==> src/rtl/alu_pkg.sv <==
// Shared definitions for the registered ALU with iterative multiply/divide:
// operation codes, sequencer states and result-flag bit positions.
package alu_pkg;

   typedef enum logic [4:0] {
      OP_ADD   = 5'd0,
      OP_ADDU  = 5'd1,
      OP_SUB   = 5'd2,
      OP_SUBU  = 5'd3,
      OP_AND   = 5'd4,
      OP_OR    = 5'd5,
      OP_NOR   = 5'd6,
      OP_SLT   = 5'd7,
      OP_SLL   = 5'd8,
      OP_SRL   = 5'd9,
      OP_SRA   = 5'd10,
      OP_JR    = 5'd11,
      OP_NOP   = 5'd12,
      OP_MULT  = 5'd13,
      OP_MULTU = 5'd14,
      OP_DIV   = 5'd15,
      OP_DIVU  = 5'd16,
      OP_MFHI  = 5'd17,
      OP_MFLO  = 5'd18,
      OP_SLTU  = 5'd19
   } op_t;

   typedef enum logic [1:0] {
      IDLE = 2'd0,
      MUL  = 2'd1,
      DIV  = 2'd2,
      FIX  = 2'd3
   } state_t;

   localparam int FLAG_OVF = 0;
   localparam int FLAG_DZ  = 1;
   localparam int FLAG_ILL = 2;
   localparam int FLAG_W   = 3;

   function automatic logic is_muldiv(input logic [4:0] op);
      return (op >= OP_MULT) && (op <= OP_DIVU);
   endfunction

endpackage

==> src/rtl/muldiv_iter.sv <==
// Iterative radix-2 multiplier / restoring divider working on operand magnitudes,
// with a two-cycle FIX phase that applies the sign correction and reports completion.
module muldiv_iter
   import alu_pkg::*;
#(
   parameter int WIDTH = 32
) (
   input  logic             clk,
   input  logic             rst_n,
   input  logic             start,
   input  logic [4:0]       op,
   input  logic [WIDTH-1:0] a,
   input  logic [WIDTH-1:0] b,
   output logic             busy,
   output logic             done,
   output logic [WIDTH-1:0] hi,
   output logic [WIDTH-1:0] lo,
   output logic             dz
);

   localparam int CNT_W = $clog2(WIDTH);

   state_t             state;
   logic [CNT_W-1:0]   cnt;
   logic [WIDTH-1:0]   acc_hi;
   logic [WIDTH-1:0]   acc_lo;
   logic [WIDTH-1:0]   opnd;
   logic               neg_q;
   logic               neg_r;
   logic               is_div;
   logic               dz_reg;
   logic               fix_hold;

   logic               is_signed;
   logic               sign_a;
   logic               sign_b;
   logic [WIDTH-1:0]   mag_a;
   logic [WIDTH-1:0]   mag_b;
   logic               start_div;
   logic [WIDTH:0]     mul_sum;
   logic [WIDTH:0]     div_shift;
   logic [WIDTH:0]     div_diff;
   logic [2*WIDTH-1:0] prod;

   always_comb begin
      is_signed = (op == OP_MULT) || (op == OP_DIV);
      start_div = (op == OP_DIV) || (op == OP_DIVU);
      sign_a    = is_signed & a[WIDTH-1];
      sign_b    = is_signed & b[WIDTH-1];
      mag_a     = sign_a ? -a : a;
      mag_b     = sign_b ? -b : b;

      // Multiply: acc_lo holds the remaining multiplier bits, product shifts in from the top.
      mul_sum   = {1'b0, acc_hi} + (acc_lo[0] ? {1'b0, opnd} : {(WIDTH+1){1'b0}});

      // Divide: shift the next dividend bit into the remainder and try a subtract.
      div_shift = {acc_hi, acc_lo[WIDTH-1]};
      div_diff  = div_shift - {1'b0, opnd};
   end

   always_comb begin
      prod = {acc_hi, acc_lo};
      if (neg_q) begin
         prod = -prod;
      end
      hi = prod[2*WIDTH-1:WIDTH];
      lo = prod[WIDTH-1:0];
      if (is_div) begin
         lo = neg_q ? -acc_lo : acc_lo;
         hi = neg_r ? -acc_hi : acc_hi;
         // With a zero divisor the remainder path already reproduces the dividend.
         if (dz_reg) begin
            lo = {WIDTH{1'b1}};
         end
      end
   end

   assign busy = (state != IDLE);
   assign done = (state == FIX) && !fix_hold;
   assign dz   = dz_reg;

   always_ff @(posedge clk or negedge rst_n) begin
      if (!rst_n) begin
         state    <= IDLE;
         cnt      <= '0;
         acc_hi   <= '0;
         acc_lo   <= '0;
         opnd     <= '0;
         neg_q    <= 1'b0;
         neg_r    <= 1'b0;
         is_div   <= 1'b0;
         dz_reg   <= 1'b0;
         fix_hold <= 1'b0;
      end else begin
         case (state)
            IDLE: begin
               if (start) begin
                  cnt      <= CNT_W'(WIDTH - 1);
                  fix_hold <= 1'b0;
                  acc_hi   <= '0;
                  neg_q    <= sign_a ^ sign_b;
                  is_div   <= start_div;
                  if (start_div) begin
                     acc_lo <= mag_a;
                     opnd   <= mag_b;
                     neg_r  <= sign_a;
                     dz_reg <= (b == '0);
                     state  <= DIV;
                  end else begin
                     acc_lo <= mag_b;
                     opnd   <= mag_a;
                     neg_r  <= 1'b0;
                     dz_reg <= 1'b0;
                     state  <= MUL;
                  end
               end
            end
            MUL: begin
               acc_hi <= mul_sum[WIDTH:1];
               acc_lo <= {mul_sum[0], acc_lo[WIDTH-1:1]};
               if (cnt == '0) begin
                  state <= FIX;
               end else begin
                  cnt <= cnt - 1'b1;
               end
            end
            DIV: begin
               acc_hi <= div_diff[WIDTH] ? div_shift[WIDTH-1:0] : div_diff[WIDTH-1:0];
               acc_lo <= {acc_lo[WIDTH-2:0], ~div_diff[WIDTH]};
               if (cnt == '0) begin
                  state <= FIX;
               end else begin
                  cnt <= cnt - 1'b1;
               end
            end
            FIX: begin
               // First FIX cycle publishes the result; the second keeps the stage stalled
               // through the strobe cycle.
               if (!fix_hold) begin
                  fix_hold <= 1'b1;
               end else begin
                  state <= IDLE;
               end
            end
            default: state <= IDLE;
         endcase
      end
   end

endmodule

==> src/rtl/alu_mdu.sv <==
// Registered integer ALU with HI/LO registers, valid/ready input handshake and a
// one-cycle result strobe; multiply/divide are delegated to the iterative unit.
module alu_mdu
   import alu_pkg::*;
#(
   parameter int WIDTH   = 32,
   parameter int SHAMT_W = $clog2(WIDTH)
) (
   input  logic               clk,
   input  logic               rst_n,
   input  logic               in_valid,
   output logic               in_ready,
   input  logic [4:0]         op_code,
   input  logic [WIDTH-1:0]   reg1,
   input  logic [WIDTH-1:0]   reg2,
   input  logic [SHAMT_W-1:0] shamt,
   output logic               out_valid,
   output logic [WIDTH-1:0]   result,
   output logic               ovf,
   output logic               div_zero,
   output logic               illegal
);

   logic [WIDTH-1:0]  hi_reg;
   logic [WIDTH-1:0]  lo_reg;
   logic [WIDTH-1:0]  alu_res;
   logic [FLAG_W-1:0] alu_flags;
   logic [WIDTH-1:0]  sum;
   logic [WIDTH-1:0]  diff;
   logic              accept;
   logic              md_start;
   logic              md_busy;
   logic              md_done;
   logic [WIDTH-1:0]  md_hi;
   logic [WIDTH-1:0]  md_lo;
   logic              md_dz;

   assign in_ready = ~md_busy;
   assign accept   = in_valid & in_ready;
   assign md_start = accept & is_muldiv(op_code);

   always_comb begin
      sum       = reg1 + reg2;
      diff      = reg1 - reg2;
      alu_res   = '0;
      alu_flags = '0;
      case (op_code)
         OP_ADD: begin
            alu_res             = sum;
            alu_flags[FLAG_OVF] = (reg1[WIDTH-1] == reg2[WIDTH-1]) && (sum[WIDTH-1] != reg1[WIDTH-1]);
         end
         OP_ADDU: alu_res = sum;
         OP_SUB: begin
            alu_res             = diff;
            alu_flags[FLAG_OVF] = (reg1[WIDTH-1] != reg2[WIDTH-1]) && (diff[WIDTH-1] != reg1[WIDTH-1]);
         end
         OP_SUBU:  alu_res = diff;
         OP_AND:   alu_res = reg1 & reg2;
         OP_OR:    alu_res = reg1 | reg2;
         OP_NOR:   alu_res = ~(reg1 | reg2);
         OP_SLT:   alu_res = {{(WIDTH-1){1'b0}}, ($signed(reg1) < $signed(reg2))};
         OP_SLTU:  alu_res = {{(WIDTH-1){1'b0}}, (reg1 < reg2)};
         OP_SLL:   alu_res = reg2 << shamt;
         OP_SRL:   alu_res = reg2 >> shamt;
         OP_SRA:   alu_res = $signed(reg2) >>> shamt;
         OP_JR:    alu_res = reg1;
         OP_NOP:   alu_res = '0;
         OP_MFHI:  alu_res = hi_reg;
         OP_MFLO:  alu_res = lo_reg;
         OP_MULT, OP_MULTU, OP_DIV, OP_DIVU: alu_res = '0;
         default:  alu_flags[FLAG_ILL] = 1'b1;
      endcase
   end

   muldiv_iter #(
      .WIDTH (WIDTH)
   ) u_muldiv (
      .clk   (clk),
      .rst_n (rst_n),
      .start (md_start),
      .op    (op_code),
      .a     (reg1),
      .b     (reg2),
      .busy  (md_busy),
      .done  (md_done),
      .hi    (md_hi),
      .lo    (md_lo),
      .dz    (md_dz)
   );

   always_ff @(posedge clk or negedge rst_n) begin
      if (!rst_n) begin
         out_valid <= 1'b0;
         result    <= '0;
         ovf       <= 1'b0;
         div_zero  <= 1'b0;
         illegal   <= 1'b0;
         hi_reg    <= '0;
         lo_reg    <= '0;
      end else begin
         out_valid <= 1'b0;
         // A completion and a new accept never coincide: in_ready is low throughout FIX.
         if (md_done) begin
            hi_reg    <= md_hi;
            lo_reg    <= md_lo;
            result    <= md_lo;
            out_valid <= 1'b1;
            ovf       <= 1'b0;
            div_zero  <= md_dz;
            illegal   <= 1'b0;
         end else if (accept && !is_muldiv(op_code)) begin
            result    <= alu_res;
            out_valid <= 1'b1;
            ovf       <= alu_flags[FLAG_OVF];
            div_zero  <= alu_flags[FLAG_DZ];
            illegal   <= alu_flags[FLAG_ILL];
         end
      end
   end

endmodule

==> config.mk <==
export PLATFORM = sky130hd
export DESIGN_NAME = alu_mdu
export DESIGN_NICKNAME = d
export VERILOG_FILES = /design/src/rtl/alu_pkg.sv /design/src/rtl/muldiv_iter.sv /design/src/rtl/alu_mdu.sv
export SDC_FILE = /design/constraint.sdc
export NUM_CORES = 1
export LEC_CHECK = 0
export CAP_MARGIN = 25
export CELL_PAD_IN_SITES_DETAIL_PLACEMENT = 0
export CELL_PAD_IN_SITES_GLOBAL_PLACEMENT = 1
export CORE_ASPECT_RATIO = 0.75
export CORE_MARGIN = 5
export CORE_UTILIZATION = 45
export CTS_CLUSTER_SIZE = 40
export DETAILED_ROUTE_END_ITERATION = 8
export PLACE_DENSITY = 0.79
export SLEW_MARGIN = 20
export SYNTH_ARGS = -nofsm -noshare
export SYNTH_HDL_FRONTEND = slang
export SYNTH_SLANG_ARGS = --single-unit
==> constraint.sdc <==
create_clock -name clk -period 10.3 [get_ports clk]
set_clock_uncertainty 0.05 [all_clocks]
set_input_delay 2.06 -clock clk [delete_from_list [all_inputs] [get_ports clk]]
set_output_delay 2.06 -clock clk [all_outputs]
set_load 0.01 [all_outputs]
Word-level counts from Yosys, hierarchy flattened
Index checks and enable logic that the tools add are counted.
- register bits: 208
- input port bits: 77
- add/sub/neg operators: 10
- magnitude comparators: 4
- eq/ne operators: 30
- shifts and indexed selects: 3
- multiplexer cells: 41
- bitwise operators: 10
- reduce and logical (&&, ||, !) cells: 27
- operators by type and width (operator ; number):
    32-bit 2-to-1 mux ; 15
    32-bit one-hot mux with 13 select lines ; 1
    32-bit one-hot mux with 3 select lines ; 2
    32-bit negator ; 4
    32-bit < comparator ; 2
    64-bit 2-to-1 mux ; 1
    64-bit negator ; 1
    5-bit by 4-bit equality test with 1-bit output (second input constant) ; 8
    32-bit by 33-bit adder with 33-bit output ; 1
    33-bit by 32-bit subtractor with 33-bit output ; 1
    32-bit adder ; 1
    32-bit bitwise AND ; 1
    32-bit zero test ; 1
    32-bit NOT ; 1
    32-bit OR ; 1
    32-bit by 5-bit left shift with 32-bit output ; 1
    32-bit by 5-bit right shift with 32-bit output ; 1
    32-bit by 5-bit >>> shifter with 32-bit output ; 1
    32-bit subtractor ; 1
    5-bit by 3-bit equality test with 1-bit output (second input constant) ; 4
    5-bit equality test (second input constant) ; 4
    20-bit OR reduction ; 1
    1-bit 2-to-1 mux ; 12
    5-bit by 2-bit equality test with 1-bit output (second input constant) ; 2
    other kinds (28) ; 57

Longest topological paths before layout
Gate-level depths: netlist (run 1).
- word-level depth: 7
- depth in mapped cells: 16
- gate-level depth less buffers: 14

By module
Synthesis (run 1) repeated with hierarchy kept, for this count alone.
- cells, all modules: 3457
- area, all modules: 25868.6 µm²
- modules (own cells, without submodules) (module ; instances ; cells an instance ; area an instance (µm²)):
    alu_mdu ; 1 ; 1768 ; 13516.7
    muldiv_iter ; 1 ; 1689 ; 12351.8

Least setup slack after synthesis (run 1)
No wires, ideal clock.
- kind: in2reg
- from: input reg2[7]
- to: register result[30]
- data arrival time: 5.298 ns
- setup slack: 4.812 ns
- cell stages on the path: 14
- path through: clkbuf_1 inv_1 ha_1 clkbuf_1 inv_1 or4b_2 a21oi_1 a21oi_1 o31ai_1 a21boi_0 o41ai_1 nor2_1 nor4b_2 a311oi_1
- word-level cells in the longest chain between the ends: 4
- elaborated cells between the ends (all ways): 8
- classes of those cells: 2 x add/sub; 3 x shift; 3 x mux
- ends and longest elaborated chain (what ; RTL line ; text):
    from (decl) ; alu_mdu.sv:15 ; input logic [WIDTH-1:0] reg2,
    32-bit subtractor (tied with other cells) ; alu_mdu.sv:44 ; diff = reg1 - reg2;
    32-bit one-hot mux with 13 select lines (*) ; alu_mdu.sv:47 ; case (op_code)
    32-bit 2-to-1 mux (*) ; alu_mdu.sv:111 ; end else if (accept && !is_muldiv(op_code)) begin
    32-bit 2-to-1 mux (*) ; alu_mdu.sv:103 ; if (md_done) begin
    to (signal assigned) ; alu_mdu.sv:106 ; result <= md_lo;
    to (signal assigned) ; alu_mdu.sv:112 ; result <= alu_res;
    to (decl) ; alu_mdu.sv:18 ; output logic [WIDTH-1:0] result,
Every way passes the cells marked *; elsewhere a longest branch is shown, timed or not. The select of a mux whose other input is x is not followed.
A chain may end at the register's enable or synchronous reset.

Worst setup path in the final report (run 1)
- from: input reg2[2]
- to: register result[30]
The elaborated chain is that of the path after synthesis.

==> reports/metrics.yaml, run 1 <==
initial_core_util: 0.456
worst_hold_slack_ns: 0.420
grt_max_degree: 102
synth_area_leaders: "dfrtp_1, ha_1, a21oi_1"
ys_async_sr_fraction: 1.00
routed_wirelength_um: 119000
grt_overflow: 0
fmax_mhz: 158
syn_to_final_growth_pct: 9.77
yosysMostFrequentCell: "nor2_1"
cts_tree: "done"
finalHoldViolCount: 0
drtPass1Iterations: 6
routabilityCongestion: 1.06
cts_root_buf: "clkbuf_16"
clockBufferDepth: 3
cp_slowest_cell: "clkdlybuf4s50_1"
cts_resized: 0
synth_edf_count: 0
cts.sinks: 208
powerDensity_nw_per_um2: 219
htree_levels: 1
pin_count: 114
cpMostUsedCell: "a21oi_1"
slew_headroom: 0.246
crit_type: "in2reg"
ys_seq_area_frac: 0.209
synth_cell_type_count: 79
hold_buffers: 0
cp_cell_sequence: "clkdlybuf4s50_1 -> inv_1 -> ha_1 -> a211oi_1 -> or4b_2 -> a21oi_1 -> a21oi_1 -> o31ai_1 -> buf_4 -> a21boi_0 -> o41ai_1 -> a22oi_1 -> a311oi_1"
insertedDiodeCount: 0
synth_commonest_cells: "nor2_1, a21oi_1, nand2_1, o21ai_0, dfrtp_1"
grt_antenna_before_repair: 2
synth_top_cell_area_share: 0.209
final_util: 0.500
routedWlPerCell_um: 29.4
syn_nets: 3605
grt_pass1_vias: 25100
slew_violations: 0
netlist_area_um2: 24900
dpl.hpwl_um: 92800
path_clk_slew_ns: 0.07
ant_nets: 0
rows: 74
hold_class: "reg2reg"
cts_setup_buffers: 0
max_cap_viol_count: 0
synth.largest_area_cell: "dfrtp_1"
vias: 27500
power_leakage_nw: 11.6
remaining_drc_errors: 0
setup_viol: 0
nNetsFinal: 3567
crit_path_end_kind: "flip-flop"
fp.dieH_um: 214
die_w_um: 281
io_buffer_count: 113
vdd_drop_max_mv: 0.422
cts_buffers: 25
outcome: "finished clean"
crit_arrival_ns: 6.75
crit_required_ns: 10.71
core_um2: 54500
clk_latency_ns: 0.56
grt.total_usage: 0.376
fillCellCount: 5423
grt_pass1_wl_um: 171000
crit_path_start_kind: "input port"
synth_warnings: 0
synth_seq_cells: 208
viasPerCell: 6.80
crit_fanout: 9
dieArea_um2: 60100
rsz0062_at_grt: "no"
drtIter0Drc: 4245
drive_above_1_share: 0.0588
fin_crit_ns: 6.35
tns_ns: 0
syn_area_per_cell_um2: 7.45
tightest_slew_ns: 1.12
synth_cells: 3338
post-route-period-util: 0.616
synth_ff_type: "dfrtp_1"
max_stage_delay_ns: 0.74
==> metal layers <==
| layer | vias to the layer above | wire (µm) | global-route usage |
|---|---|---|---|
| met1 | 13400 | 50700 | 0.545 |
| li1 | 12100 | - | - |
| met5 | - | 17 | 0 |
| met2 | 1708 | 47400 | 0.526 |
| met4 | 2 | 4590 | 0.116 |
| met3 | 245 | 16000 | 0.133 |
==> where the power goes <==
part / switching, mW / internal, mW / total [mW]
Combinational: 2.21 / 1.27 / 3.48
Sequential: 0.460 / 1.14 / 1.60
Clock: 0.395 / 0.508 / 0.903
==> cells by family (layout without fill, tap and decap cells) <==
logic type / Yosys count / after routing / synth area share
simple gates: 1012 / 1012 / 0.183
fa+ha+maj: 190 / 190 / 0.0968
mux: 119 / 119 / 0.0686
xor+xnor: 207 / 207 / 0.0729
buf+inv: 400 / 377 / 0.0608
compound gates: 1202 / 1202 / 0.308
flops: 208 / 208 / 0.209
==> worst paths after layout <==
kind                                      from                  end  slack [ns]  cells after the start
max in group asynchronous                rst_n            lo_reg[2]        6.52                      3
min                          u_muldiv.opnd[26]    u_muldiv.opnd[26]        0.42                      2
min reg2reg                  u_muldiv.opnd[26]    u_muldiv.opnd[26]        0.42                      2
max reg2reg                u_muldiv.acc_lo[31]  u_muldiv.acc_hi[16]        5.19                     15
min in group asynchronous                rst_n  u_muldiv.acc_hi[31]        1.51                      1
max                                    reg2[2]           result[30]        3.95                     13
==> worst max-delay path, delay by kind of cell <==
kind | cells | cell delay [ns]
AND/OR/NAND/NOR | 1 | 0.67
buffers and inverters | 3 | 1.16
adder cells (fa/ha/maj) | 1 | 0.52
AO/OA/AOI/OAI | 8 | 2.33
==> area by class of cell <==
type	count	area (µm²)	area share
multi-input cells	2730	18200	0.668
flip-flops and latches	208	5200	0.191
repair buffers	166	1530	0.0562
well taps	722	903	0.0331
clock buffers	30	664	0.0243
inverters	169	634	0.0232
clock inverters	12	121	0.00445
==> cell usage in the layout, fill, tap and decap left out, types with 61 or more instances in the layout <==
| master | netlist | layout |
|---|---|---|
| dfrtp_1 | 208 | 208 |
| xor2_1 | 61 | 61 |
| a21oi_1 | 335 | 335 |
| mux2i_1 | 67 | 67 |
| ha_1 | 186 | 186 |
| o21ai_0 | 321 | 321 |
| nand2_1 | 321 | 321 |
| xnor2_1 | 146 | 146 |
| clkdlybuf4s50_1 | 0 | 108 |
| a22oi_1 | 69 | 69 |
| nor2_1 | 353 | 346 |
| nand3_1 | 75 | 74 |
| inv_1 | 166 | 165 |
==> through the flow <==
stage                     cells  cell area (µm²)  worst slack (ns)  power [mW]
after floorplan            3338            24900              4.81        3.71
after CTS                  4036            27300              4.14        5.84
after detailed placement   3994            26500              3.58        4.93
after global routing       4037            27300              3.76        6.32
final                      4037            27300              3.95        5.98
after global placement     3992            26500              3.57        4.85
Power figures use the tool's default switching activity.
==> inputs of run 2 (changes only) <==
--- a/config.mk
+++ b/config.mk
@@ -10,10 +10,10 @@
 export CELL_PAD_IN_SITES_GLOBAL_PLACEMENT = 1
 export CORE_ASPECT_RATIO = 0.75
 export CORE_MARGIN = 5
-export CORE_UTILIZATION = 45
+export CORE_UTILIZATION = 42
 export CTS_CLUSTER_SIZE = 40
 export DETAILED_ROUTE_END_ITERATION = 8
-export PLACE_DENSITY = 0.79
+export PLACE_DENSITY = 0.77
 export SLEW_MARGIN = 20
 export SYNTH_ARGS = -nofsm -noshare
 export SYNTH_HDL_FRONTEND = slang
==> constraint.sdc (replaced) <==
create_clock -name clk -period 5.4 [get_ports clk]
set_clock_uncertainty 0.05 [all_clocks]
set_input_delay 1.08 -clock clk [delete_from_list [all_inputs] [get_ports clk]]
set_output_delay 1.08 -clock clk [all_outputs]
set_load 0.01 [all_outputs]
==> run 2 against run 1 <==
  * Wire length increased by 7.1%
  * Die area increased by 6.8%
  * Via count increased by 3.1%
  * Global-route usage increased by 0.22 points
  * First-iteration DRC count decreased by 1.8%
  * Setup slack got worse by 3.6 ns
  * Sequential share of layout area decreased by 0.69 points
  * Final cell count increased by 4.5%
  * Cell area increased by 3.8%
==> reports/metrics.yaml, run 2 (same netlist as run 1, synthesis figures left out) <==
hp-start: "lo_reg[12]"
cts_tree: "done"
pin_count: 114  # unchanged
tightest_slew_ns: 1.18  # +0.0567 ns
route.met3.wl_um: 16400  # +2.4%
grt_overflow: 0  # unchanged
crit_path_end_kind: "flip-flop"
slew_violations: 0  # unchanged
crit_required_ns: 5.75  # -4.96 ns
io_buffer_count: 113  # unchanged
rsz0062_at_grt: "no"
drtIter0Drc: 4168  # -1.8%
crit_arrival_ns: 5.43  # -1.32 ns
crit_path_start_kind: "input port"
drtPass1Iterations: 8  # +2
setup_slack_ns: 0.321  # -3.63 ns
wl_met1_um: 55600  # +9.8%
rows: 77  # +4.1%
route.met2.wl_um: 49800  # +5.0%
grt.total_usage: 0.378  # +0.00215
path_clk_slew_ns: 0.07  # about the same
final_cell_mix: "nor2_1, a21oi_1, nand2_1, o21ai_0, dfrtp_1"
cts_setup_buffers: 0  # unchanged
htree_levels: 1  # unchanged
hold_class: "reg2reg"
fmax_mhz: 197
cts.sinks: 208  # unchanged
cts_resized: 0  # unchanged
dieArea_um2: 64200  # +6.8%
core_um2: 58800  # +7.8%
hold_buffers: 0  # unchanged
nNetsFinal: 3678  # +3.1%
remaining_drc_errors: 0  # unchanged
crit_path_start: "reg1[0]"
grt_antenna_before_repair: 1  # -1
dpl.hpwl_um: 102000  # +9.8%
final_util: 0.482  # -0.0186
insertedDiodeCount: 0  # unchanged
grt_max_degree: 124  # +22%
crit_type: "in2reg"
initial_core_util: 0.423  # -0.0328
reg2reg_from: "u_muldiv.acc_lo[31]"
slew_headroom: 0.216  # -0.0307
setup_viol: 0  # unchanged
powerDensity_nw_per_um2: 414  # +89%
syn_to_final_growth_pct: 13.9
finalHoldViolCount: 0  # unchanged
viasPerCell: 6.71  # -1.3%
drive_above_1_share: 0.0898  # +0.0310
cts_root_buf: "clkbuf_16"
ant_nets: 0  # unchanged
place_area_um2: 27500  # +3.7%
routedWlPerCell_um: 30.1  # +2.5%
post-route-period-util: 0.940
top_layer_used: "met4"
power_leakage_nw: 12.2  # +5.1%
worst_hold_slack_ns: 0.430  # +0.00999 ns
die_w_um: 291  # +3.4%
routed_wirelength_um: 127000  # +7.1%
cts_buffers: 25  # unchanged
fp.dieH_um: 221  # +3.3%
grt_pass1_vias: 25900  # +3.2%
vdd_drop_max_mv: 0.300  # -29%
vias: 28300  # +3.1%
fin_area_um2: 28300  # +3.8%
fin_crit_ns: 5.08
power.total_mw: 11.7  # +96%
crit_fanout: 3  # -6
clockBufferDepth: 3  # unchanged
place_ws_ns: -0.0700  # -3.65 ns
final_common_cell: "nor2_1"
max_cap_viol_count: 0  # unchanged
outcome: "finished clean"
clk_latency_ns: 0.56  # about the same
routabilityCongestion: 1.05  # -1.4%
grt_pass1_wl_um: 183000  # +6.9%
==> run 2: cell count changes in the layout (fill, tap and decap cells not counted), sizes merged <==
cell	before	now
clkinvlp	3	4
inv	167	171
buf	58	169
clkinv	9	7
==> run 2: through the flow <==
stage          TNS [ns]  cells
3_3_place_gp    -0.0745   4174
4_1_cts               0   4219
2_1_floorplan         0   3338
5_1_grt               0   4219
6_report              0   4219
3_5_place_dp    -0.0977   4174
==> run 2: path summary, 6_finish.rpt <==
kind / to / slack (ns) / cells past startpoint
worst max-delay path: result[28] / 0.32 / 15
max in group asynchronous: result[20] / 3.54 / 2
worst min-delay path: lo_reg[12] / 0.43 / 1
worst min register to register: lo_reg[12] / 0.43 / 1
min in group asynchronous: u_muldiv.acc_hi[29] / 0.46 / 1
worst max register to register: u_muldiv.acc_hi[8] / 0.48 / 15
==> run 2: area by class of cell <==
class	count	area [µm²]
Timing Repair Buffer	277	2410
Clock buffer	30	694
Tap cell	790	988
Clock inverter	15	166
Inverter	169	634
Sequential cell	208	5200
Multi-Input combinational cell	2730	18200
Fill cell	5882	30400
==> run 2: report_power, final <==
part / internal [mW] / total [mW] / switching [mW]
clock: 1.03 / 1.83 / 0.800
sequential: 2.17 / 3.03 / 0.862
combinational: 2.52 / 6.86 / 4.34
total: 5.72 / 11.7 / 6.00
==> run 2: worst max-delay path: stages <==
cell             delay (ns)
clkdlybuf4s50_1        0.60
ha_1                   0.29
fa_1                   0.28
a211oi_1               0.13
or4b_2                 0.66
a21oi_1                0.38
a21oi_1                0.27
buf_4                  0.22
o31a_1                 0.33
o41ai_1                0.44
buf_4                  0.21
a31oi_1                0.08
a21oi_1                0.18
xnor2_1                0.15
o221ai_1               0.12
==> run 2: metal layers <==
layer | vias up | track usage
met3 | 242 | 0.119
met4 | 0 | 0.128
li1 | 12400 | -
met1 | 13900 | 0.553
met2 | 1852 | 0.525
met5 | - | 0
